**config.mk**
```make
export PLATFORM = sky130hd
export DESIGN_NAME = branch_redirect_ctrl
export DESIGN_NICKNAME = d
export VERILOG_FILES = /design/src/rtl/branch_redirect_ctrl.sv
export SDC_FILE = /design/constraint.sdc
export NUM_CORES = 1
export LEC_CHECK = 0
export ABC_CLOCK_PERIOD_IN_PS = 5400
export CORE_ASPECT_RATIO = 1.5
export CORE_MARGIN = 4
export CORE_UTILIZATION = 51
export CTS_CLUSTER_SIZE = 24
export DETAILED_ROUTE_END_ITERATION = 10
export PLACE_DENSITY = 0.91
export SYNTH_ARGS = -nofsm -noshare
export SYNTH_HDL_FRONTEND = slang
export SYNTH_SLANG_ARGS = --single-unit
```
**constraint.sdc**
```tcl
create_clock -name i_clk -period 5.4 [get_ports i_clk]
set_clock_uncertainty 0.05 [all_clocks]
set_input_delay 1.62 -clock i_clk [delete_from_list [all_inputs] [get_ports i_clk]]
set_output_delay 1.62 -clock i_clk [all_outputs]
set_load 0.02 [all_outputs]
```
**src/rtl/branch_redirect_ctrl.sv**
```systemverilog
// rtl/branch_redirect_ctrl.sv - EX-stage branch redirect, wrong-path flush and control-flow counters
module branch_redirect_ctrl #(
    parameter int XLEN         = 32,
    parameter int FLUSH_CYCLES = 2,
    parameter int CNT_W        = 32
) (
    input  logic            i_clk,
    input  logic            i_reset,
    input  logic            i_ex_valid,
    input  logic            i_is_cf,
    input  logic            i_branch_taken,
    input  logic [XLEN-1:0] i_pc_branch,
    input  logic            i_fetch_ready,
    input  logic            i_cnt_clear,
    output logic            o_redirect_valid,
    output logic [XLEN-1:0] o_redirect_pc,
    output logic            o_flush_if,
    output logic            o_flush_id,
    output logic            o_stall_ex,
    output logic            o_misaligned,
    output logic [XLEN-1:0] o_misaligned_pc,
    output logic            o_busy,
    output logic [CNT_W-1:0] o_cnt_cf,
    output logic [CNT_W-1:0] o_cnt_taken
);

    typedef enum logic [1:0] {
        ST_IDLE     = 2'd0,
        ST_REDIRECT = 2'd1,
        ST_DRAIN    = 2'd2
    } state_t;

    localparam logic [3:0] DRAIN_INIT = 4'(FLUSH_CYCLES);

    state_t            state_q, state_d;
    logic [3:0]        drain_q, drain_d;
    logic [XLEN-1:0]   redirect_pc_q, redirect_pc_d;
    logic              mis_q, mis_d;
    logic [XLEN-1:0]   mis_pc_q, mis_pc_d;
    logic [CNT_W-1:0]  cnt_cf_q, cnt_cf_d;
    logic [CNT_W-1:0]  cnt_taken_q, cnt_taken_d;

    logic qual_cf;
    logic accept;
    logic aligned;

    // Inputs only matter in IDLE; everything else is driven from state.
    assign qual_cf = (state_q == ST_IDLE) && i_ex_valid && i_is_cf;
    assign accept  = qual_cf && i_branch_taken;
    assign aligned = (i_pc_branch[1:0] == 2'b00);

    always_comb begin
        state_d       = state_q;
        drain_d       = drain_q;
        redirect_pc_d = redirect_pc_q;
        mis_d         = 1'b0;
        mis_pc_d      = mis_pc_q;
        cnt_cf_d      = cnt_cf_q;
        cnt_taken_d   = cnt_taken_q;

        case (state_q)
            ST_IDLE: begin
                if (accept) begin
                    if (aligned) begin
                        state_d       = ST_REDIRECT;
                        redirect_pc_d = i_pc_branch;
                    end else begin
                        mis_d    = 1'b1;
                        mis_pc_d = i_pc_branch;
                    end
                end
            end
            ST_REDIRECT: begin
                if (i_fetch_ready) begin
                    if (FLUSH_CYCLES == 0) begin
                        state_d = ST_IDLE;
                    end else begin
                        state_d = ST_DRAIN;
                        drain_d = DRAIN_INIT;
                    end
                end
            end
            ST_DRAIN: begin
                drain_d = drain_q - 4'd1;
                if (drain_q <= 4'd1) begin
                    state_d = ST_IDLE;
                end
            end
            default: begin
                state_d = ST_IDLE;
            end
        endcase

        if (qual_cf) begin
            cnt_cf_d = cnt_cf_q + 1'b1;
        end
        if (accept && aligned) begin
            cnt_taken_d = cnt_taken_q + 1'b1;
        end
        if (i_cnt_clear) begin
            cnt_cf_d    = '0;
            cnt_taken_d = '0;
        end
    end

    always_ff @(posedge i_clk) begin
        if (i_reset) begin
            state_q       <= ST_IDLE;
            drain_q       <= 4'd0;
            redirect_pc_q <= '0;
            mis_q         <= 1'b0;
            mis_pc_q      <= '0;
            cnt_cf_q      <= '0;
            cnt_taken_q   <= '0;
        end else begin
            state_q       <= state_d;
            drain_q       <= drain_d;
            redirect_pc_q <= redirect_pc_d;
            mis_q         <= mis_d;
            mis_pc_q      <= mis_pc_d;
            cnt_cf_q      <= cnt_cf_d;
            cnt_taken_q   <= cnt_taken_d;
        end
    end

    assign o_redirect_valid = (state_q == ST_REDIRECT);
    assign o_stall_ex       = (state_q == ST_REDIRECT);
    assign o_flush_if       = (state_q != ST_IDLE);
    assign o_flush_id       = (state_q != ST_IDLE);
    assign o_busy           = (state_q != ST_IDLE);
    assign o_redirect_pc    = redirect_pc_q;
    assign o_misaligned     = mis_q;
    assign o_misaligned_pc  = mis_pc_q;
    assign o_cnt_cf         = cnt_cf_q;
    assign o_cnt_taken      = cnt_taken_q;

endmodule

```
# After elaboration in Yosys (flattened, before gate mapping)
# Index checks and enable logic that the tools add are counted.
classes:
  add_sub_neg: 3
  n_lt_le_gt_ge: 1
  n_eq_ne: 6
  n_mux: 8
  n_bitwise: 3
  n_reduce_logical: 14
op_table:
  columns: ["cell", "count"]
  rows:
  - ["adder 32 x 1 -> 32 bit (second input constant)", 2]
  - ["2-to-1 mux 2 bit", 4]
  - ["inequality test 2 bit (second input constant)", 4]
  - ["one-hot mux 4 bit (2 select lines)", 1]
  - ["one-hot mux 2 bit (3 select lines)", 1]
  - ["AND reduction 3 bit", 2]
  - ["less-or-equal comparator 4 x 1 -> 1 bit (second input constant)", 1]
  - ["logical AND 1 bit", 4]
  - ["logical NOT 2 bit", 2]
  - ["2-to-1 mux 4 bit", 1]
  - ["AND reduction 4 bit", 1]
  - ["nonzero test 2 bit", 2]
  - ["subtractor 4 x 1 -> 4 bit (second input constant)", 1]
  - ["inverter 1 bit", 3]
  - ["OR reduction 3 bit", 1]
  - ["equality test 2 x 1 -> 1 bit (second input constant)", 1]
  - ["equality test 2 bit (second input constant)", 1]
  - ["AND reduction 2 bit", 1]
  - ["OR reduction 2 bit", 1]
  - ["2-to-1 mux 1 bit", 1]
word_totals:
  register_bits: 135
  in_bits: 39
  out_inout_bits: 134

# Logic depth before layout (Yosys ltp)
depth:
  ltp_word: 6
  ltp_mapped: 8
  mapped_depth_nobuf: 6

# Worst setup path before layout
# No wires, ideal clock.
synth_path:
  kind: "input port to flip-flop"
  startpoint: "in i_is_cf"
  endpoint: "reg cnt_cf_q[27], in the netlist o_cnt_cf[27]"
  t_arrival_ns: 3.049
  t_required_ns: 5.278
  path_slack_ns: 2.230
  path_stages: 6
  n_path_buf: 2
  cell_sequence: "nand4bb_1 or4_1 buf_2 buf_6 nor4_1 mux2i_1"
synth_between:
  elab_chain_cells: 1
synth_lines:
  columns: ["item", "line_no", "rtl"]
  rows:
  - ["start: declaration", "10", "input logic i_is_cf,"]
  - ["logical AND 1 bit", "48", "assign qual_cf = (state_q == ST_IDLE) && i_ex_valid && i_is_cf;"]
  - ["end signal: assignment", "121", "cnt_cf_q <= cnt_cf_d;"]
  - ["end: declaration", "40", "logic [CNT_W-1:0] cnt_cf_q, cnt_cf_d;"]
# No other way between the ends.
# A chain may end at the register's enable or synchronous reset.

# Final worst setup path
layout_path:
  startpoint: "in i_ex_valid"
  endpoint: "reg cnt_taken_q[11], in the netlist o_cnt_taken[11]"
layout_between:
  elab_chain_cells: 4
layout_lines:
  columns: ["item", "line_no", "rtl"]
  rows:
  - ["start: declaration", "9", "input logic i_ex_valid,"]
  - ["logical AND 1 bit (2 in series)", "48", null]
  - ["logical AND 1 bit", "49", "assign accept = qual_cf && i_branch_taken;"]
  - ["logical AND 1 bit", "97", "if (accept && aligned) begin"]
  - ["end signal: assignment", "122", "cnt_taken_q <= cnt_taken_d;"]
  - ["end: declaration", "41", "logic [CNT_W-1:0] cnt_taken_q, cnt_taken_d;"]
# No other way between the ends.

==> flow_summary.json <==
{
  "grt_pass1_wl_um": 26300,
  "synth_area_leader_cell": "dfxtp_1",
  "syn-cell-area_um2": 5770,
  "grt_util_met2_pct": 42.2,
  "endpoint_kind": "register",
  "required_ps": 5680,
  "grt_max_degree": 79,
  "synth_top_area_share_pct": 46.9,
  "wl_per_cell_um": 15.5,
  "num_vias": 5645,
  "placedInstanceArea_um2": 7520,
  "finalNetCount": 897,
  "p_leak_uw": 0.00258,
  "max_freq_ghz": 0.256,
  "rows": 47,
  "fin_ws_ps": 1500,
  "drc": 0,
  "htreeDepth": 4,
  "r2r_slack_ps": 2740,
  "core-area_um2": 11100,
  "status": "complete, no violations",
  "drt_iter0_markers": 198,
  "start_kind": "input pin",
  "synth_cells": 702,
  "use_met3_pct": 10.9,
  "avgSynthCellArea_um2": 8.22,
  "io_pins": 173,
  "crit_path_top_delay_cell": "nor4bb_4",
  "power.density_nw_per_um2": 283,
  "layout_common_cells": "171 x clkdlybuf4s50_1, 164 x nand2_1, 135 x dfxtp_1",
  "firstDrtPassIters": 5,
  "hold_path_class": "register to register",
  "finish.utilization_pct": 73.4,
  "cts_root_buffer": "clkbuf_16",
  "grt_setup_unrepaired": "false",
  "busiest_layer": "met2",
  "maxCapViolCount": 0,
  "gr-total-overflow": 0,
  "hold_viol_final": 0,
  "postLayoutCellArea_um2": 8120,
  "critical_path.top_delay_family": "simple AND/OR/NAND/NOR gates",
  "synth_edf_count": 0,
  "layout-drive-gt1-share_pct": 6.11,
  "wl_um": 15700,
  "met1_usage_pct": 27.3,
  "cts_setup_buffers": 0,
  "place_congestion": 0.815,
  "critPathMaxStageDelay_ps": 690,
  "setup_tns_ps": 0,
  "setup_viol": 0,
  "synth_cell_types": 48,
  "fin_total_pwr_uw": 2300,
  "cts_tree": "built",
  "routed_via_density": 5.57,
  "relSlewSlack_pct": 34.9,
  "pre_cts_ws_ps": 1100,
  "postCtsHoldBufs": 0,
  "ys_warn_count": 0,
  "area_delta_synth_final_pct": 40.8,
  "cts_made_buffers": 17,
  "worst_slew_pin_slew_ps": 977,
  "grt_usage_pct": 24.7,
  "ys_top_cells_by_area": "dfxtp_1 47%, nand2_1 11%, a21oi_1 9.0%",
  "cp_max_fo": 14,
  "yosysSeqAreaShare_pct": 46.9,
  "cts_resized": 0,
  "hold_path_depth": 2,
  "dieHeight_um": 138,
  "async_flop_share_pct": 0,
  "clock_insertion_delay_worst_skew_ps": 400,
  "diodes": 0,
  "arrival_ps": 4180,
  "cp.depth": 5,
  "final_common_cell": "clkdlybuf4s50_1",
  "min_period_over_period_pct": 72.2,
  "synth_nets": 745,
  "cts.sinks": 135,
  "dieArea_um2": 13100,
  "ys.flop_type": "dfxtp_1",
  "cts_buffer_depth": 2,
  "maxSlewViolCount": 0,
  "reg2regPathDepth": 4,
  "portBuffers": 172,
  "start_util_pct": 52.2,
  "path_buf_inv": 1,
  "antenna_found_initial": 0,
  "dieWidth_um": 94.8,
  "min_period_ps": 3900,
  "ir_drop_mv": 0.240,
  "crit_chain": "clkdlybuf4s50_1 > nor4bb_4 > nand3_1 > or4_1 > a21oi_1",
  "hpwl_um": 11000,
  "ant_nets": 0,
  "ys_ff_latch": 135,
  "crit_type": "input pin to register",
  "clk_pin_slew_ps": 60,
  "grt_pass1_vias": 5451
}
tightest hold or removal path, cell delays in order, from the launching register on:
cell and delay (ps):
dfxtp_1 310, nand2_1 50, a21oi_1 50
area by class of cell:
type                       instances  area (um2)
fill                             862        2940
multi-input combinational        509        2820
sequential                       135        2700
timing repair buffer             179        1770
clock buffer                      18         439
tap                              147         184
clock inverter                    14         161
inverter                          12        45.0
power by group:
part	switching (uW)	leakage, uW	internal (uW)
Sequential	6.44	0.00109	1010
Combinational	67.3	0.00121	56.5
Clock	459	0.000285	704
Yosys cell counts, drive strengths merged (4+ instances only):
cell type / instances
nand2: 164
dfxtp: 135
a21oi: 104
clkbuf: 33
or4: 28
o31ai: 24
nor2: 21
or3: 21
nand3: 20
nand4: 19
o21ai: 15
buf: 12
inv: 12
nor4: 11
xnor2: 10
and4: 7
mux2i: 7
or2: 6
xor2: 6
and3: 5
nand2b: 5
ha: 4
nor3b: 4
final timing paths:
check | startpoint | to
setup / recovery | i_ex_valid | o_cnt_taken[11]
hold / removal | o_redirect_pc[27] | o_redirect_pc[27]
setup reg to reg | state_q[1] | o_cnt_cf[15]
hold reg to reg | o_redirect_pc[27] | o_redirect_pc[27]
metal layers:
metal  up-vias  routed length, um  share of wire [%]
met2       207               7880                 50
met5         -                  0                  0
met3        23               1560                9.9
li1       2795                  -                  -
met4         0                279                1.8
met1      2620               5990                 38
per-stage QoR:
stage | instances | hold slack, ps
finish | 1014 | 401
global route | 1014 | 414
CTS | 1014 | 403
detailed placement | 982 | 396
global placement | 982 | 390
floorplan | 702 | 432
flip-flops by register name, summed over array words and instances, names as in the netlist:
name / flops
o_cnt_cf: 32
o_cnt_taken: 32
o_misaligned_pc: 32
o_redirect_pc: 32
drain_q: 4
state_q: 2
o_misaligned: 1
logic make-up after synthesis:
group	share of synthesized area (%)
compound gates	15.1
xor+xnor	2.43
fa+ha+maj	0.868
buf+inv	4.53
flops	46.9
mux	1.21
simple gates	29.0
Note: power is estimated with default switching activity, not from simulation.
